==> config.mk <==
export PLATFORM = sky130hd
export DESIGN_NAME = axi_rd_beat_fifo
export DESIGN_NICKNAME = d
export VERILOG_FILES = /design/src/rtl/vdma_pkg.sv /design/src/rtl/rd_fifo_ptr.sv /design/src/rtl/axi_rd_beat_fifo.sv
export SDC_FILE = /design/constraint.sdc
export NUM_CORES = 2
export LEC_CHECK = 0
export BUFFER_PORTS_ARGS = -buffer_cell sky130_fd_sc_hd__clkbuf_2
export CORE_ASPECT_RATIO = 1.75
export CORE_MARGIN = 5
export CORE_UTILIZATION = 39
export DETAILED_ROUTE_END_ITERATION = 8
export PLACE_DENSITY_LB_ADDON = 0.2
export SYNTH_ARGS = -nofsm -noshare
export SYNTH_HDL_FRONTEND = slang
export SYNTH_MEMORY_MAX_BITS = 65536
export SYNTH_SLANG_ARGS = --single-unit
==> constraint.sdc <==
create_clock -name clock -period 25.5 [get_ports clock]
set_input_delay 2.55 -clock clock [delete_from_list [all_inputs] [get_ports clock]]
set_output_delay 2.55 -clock clock [all_outputs]
set_load 0.01 [all_outputs]
==> src/rtl/vdma_pkg.sv <==
// vdma_pkg - shared definitions for the VDMA read path.
//   VDMA_DSIZE : default AXI read-data / beat width
//   VDMA_DEPTH : default beat FIFO depth (power of two, >= 4)
//   ptr_w()    : pointer width including the wrap bit
//   rd_beat_t  : stored beat {last, data} at the default width
package vdma_pkg;

    localparam int unsigned VDMA_DSIZE = 256;
    localparam int unsigned VDMA_DEPTH = 16;

    function automatic int unsigned ptr_w(input int unsigned depth);
        return $clog2(depth) + 1;
    endfunction

    typedef struct packed {
        logic                  last;
        logic [VDMA_DSIZE-1:0] data;
    } rd_beat_t;

endpackage

==> src/rtl/rd_fifo_ptr.sv <==
// rd_fifo_ptr - read/write pointer pair and status for axi_rd_beat_fifo.
// Ports:
//   clock, rst (sync, active-high), flush (clears both pointers)
//   wr_req   : upstream beat valid        wr_ready : beat can be taken
//   wr_en    : beat accepted this cycle   wr_addr  : slot to write
//   rd_req   : pop request from consumer  rd_addr  : head slot
//   empty, afull, level : derived from registered pointers only
module rd_fifo_ptr
    import vdma_pkg::*;
#(
    parameter int unsigned DEPTH     = VDMA_DEPTH,
    parameter int unsigned AFULL_LVL = 12
) (
    input  logic                     clock,
    input  logic                     rst,
    input  logic                     flush,
    input  logic                     wr_req,
    input  logic                     rd_req,
    output logic                     wr_ready,
    output logic                     wr_en,
    output logic [$clog2(DEPTH)-1:0] wr_addr,
    output logic [$clog2(DEPTH)-1:0] rd_addr,
    output logic                     empty,
    output logic                     afull,
    output logic [$clog2(DEPTH):0]   level
);

    localparam int unsigned PW = ptr_w(DEPTH);
    localparam int unsigned AW = PW - 1;

    logic [PW-1:0] wp;
    logic [PW-1:0] rp;
    logic          full;
    logic          rd_en;

    // Wrap bit distinguishes full (MSBs differ, low bits equal) from empty.
    always_comb begin
        full     = (wp[AW] != rp[AW]) && (wp[AW-1:0] == rp[AW-1:0]);
        empty    = (wp == rp);
        level    = wp - rp;
        afull    = (level >= PW'(AFULL_LVL));
        wr_ready = ~full & ~flush & ~rst;
        wr_en    = wr_req & wr_ready;
        rd_en    = rd_req & ~empty & ~flush & ~rst;
        wr_addr  = wp[AW-1:0];
        rd_addr  = rp[AW-1:0];
    end

    always_ff @(posedge clock) begin
        if (rst || flush) begin
            wp <= '0;
            rp <= '0;
        end else begin
            if (wr_en) wp <= wp + 1'b1;
            if (rd_en) rp <= rp + 1'b1;
        end
    end

endmodule

==> src/rtl/axi_rd_beat_fifo.sv <==
// axi_rd_beat_fifo - show-ahead beat buffer between the AXI4 R channel and
// the VDMA width splitter. The head beat is always presented on idata/ilast.
// Ports:
//   clock, rst (sync, active-high), flush (frame restart, drops all beats)
//   axi_rvalid/axi_rready/axi_rdata/axi_rlast : AXI R beat input
//   ird_en : pop head beat          idata/ilast : head beat and its last flag
//   ialign : one-cycle pulse when the first beat after reset/flush reaches head
//   empty, afull, level : occupancy status
// Build option: define AXI_RD_BEAT_FIFO_ERR_EN to add a sticky underflow
// flag output `err` (cleared by rst or flush).
module axi_rd_beat_fifo
    import vdma_pkg::*;
#(
    parameter int unsigned DSIZE     = VDMA_DSIZE,
    parameter int unsigned DEPTH     = VDMA_DEPTH,
    parameter int unsigned AFULL_LVL = 12
) (
    input  logic                   clock,
    input  logic                   rst,
    input  logic                   flush,
    input  logic                   axi_rvalid,
    output logic                   axi_rready,
    input  logic [DSIZE-1:0]       axi_rdata,
    input  logic                   axi_rlast,
    input  logic                   ird_en,
    output logic [DSIZE-1:0]       idata,
    output logic                   ilast,
    output logic                   ialign,
    output logic                   empty,
    output logic                   afull,
    output logic [$clog2(DEPTH):0] level
`ifdef AXI_RD_BEAT_FIFO_ERR_EN
    ,
    output logic                   err
`endif
);

    typedef struct packed {
        logic             last;
        logic [DSIZE-1:0] data;
    } beat_t;

    logic                     wr_en;
    logic [$clog2(DEPTH)-1:0] wr_addr;
    logic [$clog2(DEPTH)-1:0] rd_addr;
    logic                     first_pend;
    beat_t                    mem [DEPTH];

    rd_fifo_ptr #(
        .DEPTH     (DEPTH),
        .AFULL_LVL (AFULL_LVL)
    ) u_ptr (
        .clock    (clock),
        .rst      (rst),
        .flush    (flush),
        .wr_req   (axi_rvalid),
        .rd_req   (ird_en),
        .wr_ready (axi_rready),
        .wr_en    (wr_en),
        .wr_addr  (wr_addr),
        .rd_addr  (rd_addr),
        .empty    (empty),
        .afull    (afull),
        .level    (level)
    );

    // Storage needs no reset: content is only visible while non-empty.
    always_ff @(posedge clock) begin
        if (wr_en) mem[wr_addr] <= '{last: axi_rlast, data: axi_rdata};
    end

    always_comb begin
        idata = mem[rd_addr].data;
        ilast = mem[rd_addr].last;
    end

    // The first beat accepted after reset/flush lands in an empty FIFO, so
    // the cycle after its acceptance is exactly when it sits at head.
    always_ff @(posedge clock) begin
        if (rst || flush) begin
            first_pend <= 1'b1;
            ialign     <= 1'b0;
        end else begin
            ialign <= wr_en & first_pend;
            if (wr_en) first_pend <= 1'b0;
        end
    end

`ifdef AXI_RD_BEAT_FIFO_ERR_EN
    always_ff @(posedge clock) begin
        if (rst || flush) begin
            err <= 1'b0;
        end else if (ird_en && empty) begin
            err <= 1'b1;
        end
    end
`endif

endmodule

# ---- Word-level counts from Yosys, hierarchy flattened
# Memory sizes are Yosys's and may differ from the RTL's. A register that Yosys moved wholly into a read port is not among the register bits.
# Cells that the tools add are included.
dict set report word_totals {
  ram_bits 4112
  output_inout_bits 266
  word_cells 29
  memories 1
  register_bits 12
  input_bits 262
}
# memory words word_bits read_ports rd_clocked_by_memory_dff wr line_no
set memory_table {}
lappend memory_table {mem 16 257 1 1 1 axi_rd_beat_fifo.sv:47} ;# beat_t mem [DEPTH];
dict set report op_classes {
  bitwise 11
  n_lt_le_gt_ge 1
  reduce_logical 2
  muxes 4
  add_sub_neg 3
  eq_ne 3
}
# op n
set op_table {}
lappend op_table {{adder 5 x 1 -> 5 bit (second input constant)} 2}
lappend op_table {{2-to-1 mux 4 bit} 2}
lappend op_table {{AND 1 bit} 7}
lappend op_table {{equality test 5 bit} 1}
lappend op_table {{greater-or-equal comparator 5 x 4 -> 1 bit (second input constant)} 1}
lappend op_table {{subtractor 5 bit} 1}
lappend op_table {{equality test 4 bit} 1}
lappend op_table {{inverter 1 bit} 4}
lappend op_table {{2-to-1 mux 1 bit} 2}
lappend op_table {{logical AND 1 bit} 1}
lappend op_table {{logical OR 1 bit} 1}
lappend op_table {{!= test 1 bit} 1}

# ---- Depth between registers and ports, before layout
dict set report depth {
  word_depth 8
  depth_mapped 9
  mapped_depth_nobuf 8
}

# ---- By module
# A second synthesis with hierarchy kept.
dict set report hier_totals {
  hier_cells 6605
  hier_area_um2 155555.4
}
# module n_inst cells_each seq_area_each_um2 area_per_inst_um2
set by_module_without_submodules {}
lappend by_module_without_submodules {axi_rd_beat_fifo 1 6508 123518.5 154728.4}
lappend by_module_without_submodules {rd_fifo_ptr 1 97 200.2 827.0}

# ---- Worst setup path before layout
# Ideal clock, no wire load.
dict set report synth_path {
  path_kind {input -> register}
  from {input port rst}
  to {memory mem[0][0] (netlist bit) (enable)}
  required_time_ns 24.309
  cell_stages 5
  path_buffers 1
  setup_time_ns 1.191
  path_slack_ns 3.749
  t_arrival_ns 20.561
  path_cell_list {nor2_1 > o211a_1 > clkbuf_1 > nand2_1 > nor3_1}
}
dict set report synth_via {
  elab_chain_cells 5
}
# element line_no
set synth_lines {}
lappend synth_lines {{start, declared} axi_rd_beat_fifo.sv:19} ;# input logic rst,
lappend synth_lines {{inverter 1 bit} rd_fifo_ptr.sv:42} ;# wr_ready = ~full & ~flush & ~rst;
lappend synth_lines {{AND 1 bit} rd_fifo_ptr.sv:42}
lappend synth_lines {{AND 1 bit} rd_fifo_ptr.sv:43} ;# wr_en = wr_req & wr_ready;
lappend synth_lines {{2-to-1 mux 1 bit} axi_rd_beat_fifo.sv:69} ;# if (wr_en) mem[wr_addr] <= '{last: axi_rlast, data: axi_rdata};
lappend synth_lines {{2-to-1 mux 1 bit (implied by the code)} axi_rd_beat_fifo.sv:69}
lappend synth_lines {{end, declared} axi_rd_beat_fifo.sv:47}
# No other way between the ends.

==> reports/qor.yml <==
cts_tree: "yes"
core-area_um2: 394000
synth_top_area_cell: "edfxtp_1"
critPathMaxFanout: 93
period_needed_ns: 10.30
drtPass1Iterations: 5
ctsHoldBuffers: 0
wirelength_mm: 406
synth-seq-cells: 4128
worstPathCellList: "buf_12 > buf_4 > buf_4 > buf_4 > buf_4 > buf_4 > mux4_2 > a22oi_1 > nand2_1 > clkbuf_2"
relSlewSlack: 0.267
yosysSeqAreaShare: 0.802
dpl.hpwl_mm: 217
max_freq_mhz: 97.1
cp-start-kind: "flop"
switchingPower_uw: 2690
synth_ff_type: "edfxtp_1"
finalNonFillerCells: 12793
pwr-share-clk: 0.433
die_area_um2: 409000
syn-cell-area_um2: 154000
syn-instance-count: 6489
cts-buffers-inserted: 388
yosysWarnings: 0
cp_top_family: "buffers and inverters"
dr_total_vias: 71800
status: "finished clean"
grt_max_degree: 133
final_nets: 7510
antenna_left: 0
async_flop_share: 0
hold_viol: 0
path_clk_slew_ns: 0.06
path_class: "flop to output pin"
slowest_delay_ns: 0.91
overflow: 0
rows: 305
drv_cap: 0
clock_latency_ns: 0.97
port_buffers: 527
min_period_over_period: 0.404
internal_power_uw: 10900
clockBufferDepth: 4
dp.cells: 12067
fp.dieW_um: 486
synth_cell_types: 41
syn_nets: 6761
drc_errors: 0
drive_gt1_frac: 0.303
avgSynthCellArea_um2: 23.8
drtIter0Drc: 6595
met1Wirelength_mm: 161
dpl_worst_slack_ns: 15.73
post_cts_buffers: 0
power_density_nw_per_um2: 76.9
met3WireLength_mm: 24.5
synth_top_area_frac: 0.800
die_h_um: 842
synth-edff-count: 4112
gp_congestion: 0.730
synth.area.top_cells: "edfxtp_1, mux4_2, a22oi_1"
vias_per_cell: 5.61
antenna_found_initial: 84
critPathSlowestCell: "buf_4"
pin_count: 528
grt_usage: 0.196
hold_class: "flop to flop"
synth_common_cells: "edfxtp_1, mux4_2, a22oi_1, nand2_1, buf_2"
cts-root-buf: "clkbuf_16"
initial_core_util: 0.392
power_leakage_uw: 0.0536
setup_viol: 0
grt_pass1_wl_mm: 579
crit_arrival_ns: 7.75
timing.critical_path.buf_inv: 7
worst_hold_slack_ns: 0.472
power_frac_seq: 0.552
switching_share: 0.198
area_growth_pct: 14.1
ir_drop_v: 0.0000729
first_global_vias: 77106
report.final.slew_viol_count: 0
postCtsResizedCells: 0
tightest_slew_ns: 1.10
fin_setup_tns_ns: 0
routedWlPerCell_um: 31.8
worst_slack_ns: 15.20
clock-sinks: 4128
endpoint_kind: "output pin"
top_layer: "met5"
pwr-share-comb: 0.015
crit_required_ns: 22.95
rsz0062_at_grt: "no"
ctsHtreeMaxLevel: 5
clock_skew_ns: 0.0518
yosysMostFrequentCell: "edfxtp_1"
crit_top_cell: "buf_4"
wl_met2_mm: 212
-- worst reg2reg max path, stage by stage (launching register included) --
cell and delay [ns]:
dfxtp_1 0.60, ha_1 0.35, nand4_1 0.30, o211a_1 0.36, nand2_1 0.27, nor2_4 0.72
buf_4 0.55, buf_4 0.63, buf_12 0.51, buf_4 0.88, buf_4 0.90
-- layout by cell type (no fill, tap or decap), drive strengths merged, types with 4 or more instances in the layout --
cell,instances
or2,4
clkinv,166
and2,5
nor3,4
buf,183
xnor2,4
clkinvlp,13
dfxtp,16
nand4,19
nor2b,7
nand2,212
o21ai,22
inv,20
diode,21
a22oi,354
nor2,98
clkbuf,994
xor2,6
o22ai,136
mux2i,92
mux2,6
mux4,989
bufinv,49
a21oi,5
nand2b,7
ha,9
edfxtp,4112
-- cells by family after synthesis --
kind of cell | share of synthesized area
muxes | 0.151
and+or+nand+nor | 0.00966
AOI/OAI and AO/OA | 0.0244
adders and majority gates | 0.000859
buffers and inverters | 0.0122
DFF | 0.802
xor gates and xnor gates | 0.000567
-- power groups by stage --
stage / clock network, uW / registers, uW / logic [uW]
floorplan: 0 / 7630 / 67.9
global placement: 0 / 7620 / 204
detailed placement: 0 / 7620 / 214
CTS: 6000 / 7480 / 214
global route: 6270 / 7470 / 230
finish: 5860 / 7480 / 210
-- worst paths after layout --
path / from / end / slack, ns / cells after the start
max: flop / idata[105] / 15.20 / 10
max reg2reg: u_ptr.wp[3] / mem[8][160] / 18.94 / 10
min reg2reg: first_pend / ialign / 0.47 / 1
min: first_pend / ialign / 0.47 / 1
-- layout make-up --
| class | count | area, um^2 |
|---|---|---|
| clock inverter | 238 | 2650 |
| fill | 33112 | 218000 |
| tap | 5219 | 6530 |
| inverter | 10 | 37.5 |
| sequential | 4128 | 124000 |
| timing repair buffer | 710 | 4200 |
| multi-input combinational | 2000 | 28900 |
| clock buffer | 467 | 10100 |
| antenna | 21 | 52.6 |
-- state kept, by name, indices dropped and copies added (netlist names), named ones only --
| name | count |
|---|---|
| first_pend | 1 |
| ialign | 1 |
| mem | 4112 |
| u_ptr.rp | 5 |
| u_ptr.wp | 5 |
-- through the flow --
| step | total power (uW) | util | cell area, um^2 |
|---|---|---|---|
| final | 13500 | 0.447 | 176000 |
| after global routing | 14000 | 0.447 | 176000 |
| after floorplan | 7700 | - | 154000 |
| after CTS | 13700 | 0.447 | 176000 |
| after detailed placement | 7840 | 0.415 | 163000 |
| after global placement | 7830 | 0.415 | 163000 |
-- metal layers --
metal / up-vias / track usage
li1: 29434 / -
met5: - / 0
met4: 62 / 0.0440
met3: 589 / 0.0356
met1: 39545 / 0.253
met2: 2170 / 0.346
(Power assumes the default switching activity.)
